File: config.mk
export PLATFORM = sky130hd
export DESIGN_NAME = ldr_str_ctrl
export DESIGN_NICKNAME = d
export VERILOG_FILES = /design/src/rtl/ldr_str_ctrl.sv
export SDC_FILE = /design/constraint.sdc
export NUM_CORES = 1
export LEC_CHECK = 0
export CORE_MARGIN = 2
export CORE_UTILIZATION = 37
export DETAILED_ROUTE_END_ITERATION = 7
export PLACE_DENSITY = 0.76
export SYNTH_ARGS = -nofsm -noshare
export SYNTH_HDL_FRONTEND = slang
export SYNTH_SLANG_ARGS = --single-unit
export TNS_END_PERCENT = 1
File: constraint.sdc
create_clock -name clk -period 1.79 [get_ports clk]
set_input_delay 0.358 -clock clk [delete_from_list [all_inputs] [get_ports clk]]
set_output_delay 0.358 -clock clk [all_outputs]
set_load 0.005 [all_outputs]
File: src/rtl/ldr_str_ctrl.sv
// Load/store sequencer arbitrating a single-port data RAM between the CPU and a debug port.
// Optional LDR_STR_CNT_EN adds completed-load and completed-store counters.
module ldr_str_ctrl #(
  parameter int DW      = 16,
  parameter int AW      = 16,
  parameter int MEM_LAT = 2
) (
  input  logic          clk,
  input  logic          rst,
  input  logic          cpu_req,
  input  logic [1:0]    cpu_op,
  input  logic [AW-1:0] cpu_addr,
  input  logic [DW-1:0] cpu_wdata,
  output logic          cpu_done,
  output logic          cpu_err,
  output logic [DW-1:0] cpu_rdata,
  input  logic          dbg_req,
  input  logic          dbg_we,
  input  logic [AW-1:0] dbg_addr,
  input  logic [DW-1:0] dbg_wdata,
  output logic          dbg_done,
  output logic [DW-1:0] dbg_rdata,
  output logic          mem_re,
  output logic          mem_we,
  output logic [AW-1:0] mem_addr,
  output logic [DW-1:0] mem_wdata,
  input  logic [DW-1:0] mem_rdata,
  output logic          busy
`ifdef LDR_STR_CNT_EN
  ,
  output logic [15:0]   ld_cnt,
  output logic [15:0]   st_cnt
`endif
);

  // state | meaning
  // IDLE  | sample requests, latch the winner
  // ISSUE | one-cycle mem_re / mem_we strobe
  // WAIT  | count down the memory latency, capture read data at zero
  // DONE  | pulse the owner's done (and cpu_err for op 11)
  typedef enum logic [1:0] {IDLE, ISSUE, WAIT, DONE} state_t;

  localparam logic [1:0] OP_LDR  = 2'b01;
  localparam logic [1:0] OP_STR  = 2'b10;
  localparam logic [1:0] OP_ILL  = 2'b11;
  localparam logic       OWN_CPU = 1'b0;
  localparam logic       OWN_DBG = 1'b1;

  state_t     state, state_d;
  logic [3:0] cnt;
  logic       own;
  logic [1:0] op;
  logic       last_grant;

  logic       grant_any;
  logic       grant_dbg;
  logic [1:0] req_op;

  assign grant_any = cpu_req | dbg_req;
  assign grant_dbg = dbg_req & (~cpu_req | (last_grant == OWN_CPU));
  assign req_op    = grant_dbg ? (dbg_we ? OP_STR : OP_LDR) : cpu_op;
  assign busy      = (state != IDLE);

  always_ff @(posedge clk) begin
    if (rst) state <= IDLE;
    else     state <= state_d;
  end

  always_comb begin
    state_d  = state;
    mem_re   = 1'b0;
    mem_we   = 1'b0;
    cpu_done = 1'b0;
    cpu_err  = 1'b0;
    dbg_done = 1'b0;
    unique case (state)
      IDLE: begin
        if (grant_any)
          state_d = (req_op == OP_LDR || req_op == OP_STR) ? ISSUE : DONE;
      end
      ISSUE: begin
        mem_re  = (op == OP_LDR);
        mem_we  = (op == OP_STR);
        state_d = (op == OP_LDR) ? WAIT : DONE;
      end
      WAIT: begin
        if (cnt == 4'd0) state_d = DONE;
      end
      DONE: begin
        cpu_done = (own == OWN_CPU);
        cpu_err  = (own == OWN_CPU) && (op == OP_ILL);
        dbg_done = (own == OWN_DBG);
        state_d  = IDLE;
      end
      default: state_d = IDLE;
    endcase
  end

  always_ff @(posedge clk) begin
    if (rst) begin
      cnt        <= 4'd0;
      own        <= OWN_CPU;
      op         <= 2'b00;
      last_grant <= OWN_DBG;
      mem_addr   <= '0;
      mem_wdata  <= '0;
      cpu_rdata  <= '0;
      dbg_rdata  <= '0;
    end else begin
      if (state == IDLE && grant_any) begin
        own        <= grant_dbg;
        op         <= req_op;
        last_grant <= grant_dbg;
        mem_addr   <= grant_dbg ? dbg_addr : cpu_addr;
        mem_wdata  <= grant_dbg ? dbg_wdata : cpu_wdata;
      end
      if (state == ISSUE) cnt <= 4'(MEM_LAT - 1);
      if (state == WAIT) begin
        if (cnt == 4'd0) begin
          if (own == OWN_CPU) cpu_rdata <= mem_rdata;
          else                dbg_rdata <= mem_rdata;
        end else begin
          cnt <= cnt - 4'd1;
        end
      end
    end
  end

`ifdef LDR_STR_CNT_EN
  always_ff @(posedge clk) begin
    if (rst) begin
      ld_cnt <= 16'd0;
      st_cnt <= 16'd0;
    end else if (state == DONE) begin
      if (op == OP_LDR) ld_cnt <= ld_cnt + 16'd1;
      if (op == OP_STR) st_cnt <= st_cnt + 16'd1;
    end
  end
`endif

endmodule
==> run metrics <==
drt pass-1 iters=6; reg2reg path depth=6; # placed instances=629; total gr overflow=0; total power=6729 uW; initial antenna violation count=0; global placer's final weighted congestion=0.7998; Max Cap Violations=0; Power per Cell Area=1250 nW/um^2; CP endpoint=cpu_err; FF-to-FF End=cpu_rdata[13]; Die Area=9809 um^2; CP Capture Type=primary output; Final Cycle Share=0.9864; ANT cells=0; P_leak=0.002137 uW; clock slew at reported path FFs=0.08 ns; GRT Total Usage=0.1788; vias in the first global route=3060; maximum achievable frequency=566.3 MHz; htree depth=3; remaining antenna violation count=0; Hold Vio Cnt, Final=0; Critical Path RT=1.43 ns; Die W=99.04 um; worst vdd ir=0.6684 mV; dpl hpwl=6455 um; RSZ-0062 raised after global routing=true; critical-path maximum fanout=4; crit-path max cell delay=0.37 ns; placed inst area=5122 um^2; Die Y=99.04 um; top-area cell type share of the netlist area=0.4433; FP Rows=34; post-synth top area cell=dfxtp_1; DRC violations left=0; Max Slew Vio Count=0; synthesis-to-finish area growth=61.06%; CTS tree=yes; post-synthesis cell area=3342 um^2; fraction of layout cells with a size suffix above 1=0.1074; Tmin final=1.766 ns; WS Path Type=reg -> out; post-route cell area=5383 um^2; critical path depth=4; later-pin clock latency in the skew report=0.34 ns; routed vias/inst=4.951; first-pass GRT wire length=14150 um; CP max stage cell=dfxtp_2; worst r2r src=cnt[1]; WL/cell=14.02 um; Buf+Inv Stages, Crit Path=1; clk sinks=74; Hold WS=0.4773 ns; final core utilization=0.6172; crit path from=state[0]; Synth Net Count=471; Root Driver=clkbuf_8; number of DRC markers in iteration 0=81; IO Pins=157; port buffer count=156; relative max-transition margin=0.7806; CTS Buf Count=9; Synth area leaders=dfxtp_1 44%, mux2i_1 9.9%, nand2b_1 9.7%; WP data arrival=1.41 ns; Hold Crit Class=reg -> reg; Setup Viol. Count Final=0; reg-to-reg setup timing slack=0.07 ns; post-synthesis sequential area ratio=0.4433; Synth Warn #=0; startpoint types=flip-flop; maximum buffer depth of the clock tree=2; Avg Cell Area, Syn=8.818 um^2; clock skew=0.01034 ns; outcome=completed; total wire length=9085 um; hold buffer count at cts=0; core area=8721 um^2; FF+latch count, synth=74; library cells used by synthesis=39; Initial Util=0.3832; CP Cell Sequence=ha_2 > nor2b_4 > and3_1 > clkdlybuf4s15_1; nets=627; most common cell after layout, fill and taps aside=clkdlybuf4s50_1; largest net degree at the start of global routing=92; Post-Layout Cell Count=648; Mapped Cells=379; Crit path max-delay family=flip-flops; commonest non-fill, non-tap cells in the layout=149 x clkdlybuf4s50_1, 70 x dfxtp_1, 68 x nand2_1; worst-margin pin slew=0.3291 ns; routed via count=3208
layout make-up:
cell class | instances | area (um^2)
Multi-Input combinational cell | 268 | 1734
Tap cell | 108 | 135.1
Clock buffer | 9 | 123.9
Fill cell | 747 | 3338
Timing Repair Buffer | 176 | 1810
Inverter | 6 | 22.52
Sequential cell | 74 | 1486
Clock inverter | 7 | 70.07
worst reg2reg max path: cells and delay by family (launching register included):
kind	cells	cell delay [ns]
AND/OR/NAND/NOR	2	0.70
buffers and inverters	2	0.32
adder cells (fa/ha/maj)	1	0.13
flip-flops	1	0.33
multiplexers	1	0.18
metal layers:
metal	vias to the layer above	track usage	routed length, um
met5	-	0	0
met4	0	0.06744	107
met2	125	0.3009	4277
met3	10	0.07660	939
li1	1607	-	-
met1	1466	0.2007	3762
flip-flops by register name, summed over array words and instances (netlist names):
signal      count
mem_wdata      16
last_grant      1
state           2
own             1
dbg_rdata      16
op              2
cnt             4
mem_addr       16
cpu_rdata      16
through the flow:
| stage | worst slack [ns] | TNS [ns] |
|---|---|---|
| 2_1_floorplan | 0.03323 | 0 |
| 3_3_place_gp | 0.02897 | 0 |
| 3_5_place_dp | -0.05488 | -0.2128 |
| 4_1_cts | 0.001772 | 0 |
| 5_1_grt | -0.02671 | -0.04525 |
| 6_report | 0.02426 | 0 |
timing repair:
item	4_1_cts	5_1_grt
gates cloned	0	1
endpoints found under the setup margin	6	17
buffers inserted	0	2
resized for setup	14	14
pin swaps	0	4
cell usage after synthesis (all sizes together):
cell / n
a21bo: 1
a21oi: 8
and2b: 1
nor3b: 3
a31oi: 2
or2: 1
o21ai: 1
inv: 6
nand2b: 52
and2: 1
or3b: 1
a21boi: 1
and3b: 1
a311oi: 35
a211oi: 2
nand2: 68
mux2i: 33
xnor2: 1
nand3b: 2
a311o: 1
o32ai: 1
dfxtp: 74
nor4b: 1
nor2b: 2
buf: 8
a221oi: 1
ha: 5
and3: 1
nor2: 37
a21o: 1
clkbuf: 23
a211o: 1
nor3: 1
nand4: 1
o21a: 1
how the worst min path moves through the flow:
stage	from	to	slack [ns]	cells past startpoint
3_3_place_gp	cpu_rdata[14]	cpu_rdata[14]	0.46	2
5_1_grt	dbg_rdata[15]	dbg_rdata[15]	0.49	2
6_report	dbg_rdata[5]	dbg_rdata[5]	0.48	2
3_5_place_dp	cpu_rdata[12]	cpu_rdata[12]	0.46	2
4_1_cts	cpu_rdata[12]	cpu_rdata[12]	0.48	2
2_1_floorplan	cpu_rdata[0]	cpu_rdata[0]	0.46	2
cells by family (layout without fill, tap and decap cells):
group | count (synthesis) | count (layout) | share of synthesized area
AND/OR/NAND/NOR | 173 | 173 | 0.2508
flip-flops | 74 | 74 | 0.4433
AO/OA/AOI/OAI | 56 | 56 | 0.1352
buffers and inverters | 37 | 198 | 0.05054
multiplexers | 33 | 33 | 0.09884
adder cells (fa/ha/maj) | 5 | 5 | 0.01872
XOR/XNOR | 1 | 1 | 0.002621
power by group:
group / internal [uW] / switching [uW] / total [uW]
Combinational: 1750 / 1310 / 3070
Clock: 641 / 636 / 1280
Sequential: 2100 / 285 / 2390
No activity file was read; power rests on OpenSTA's default activity.
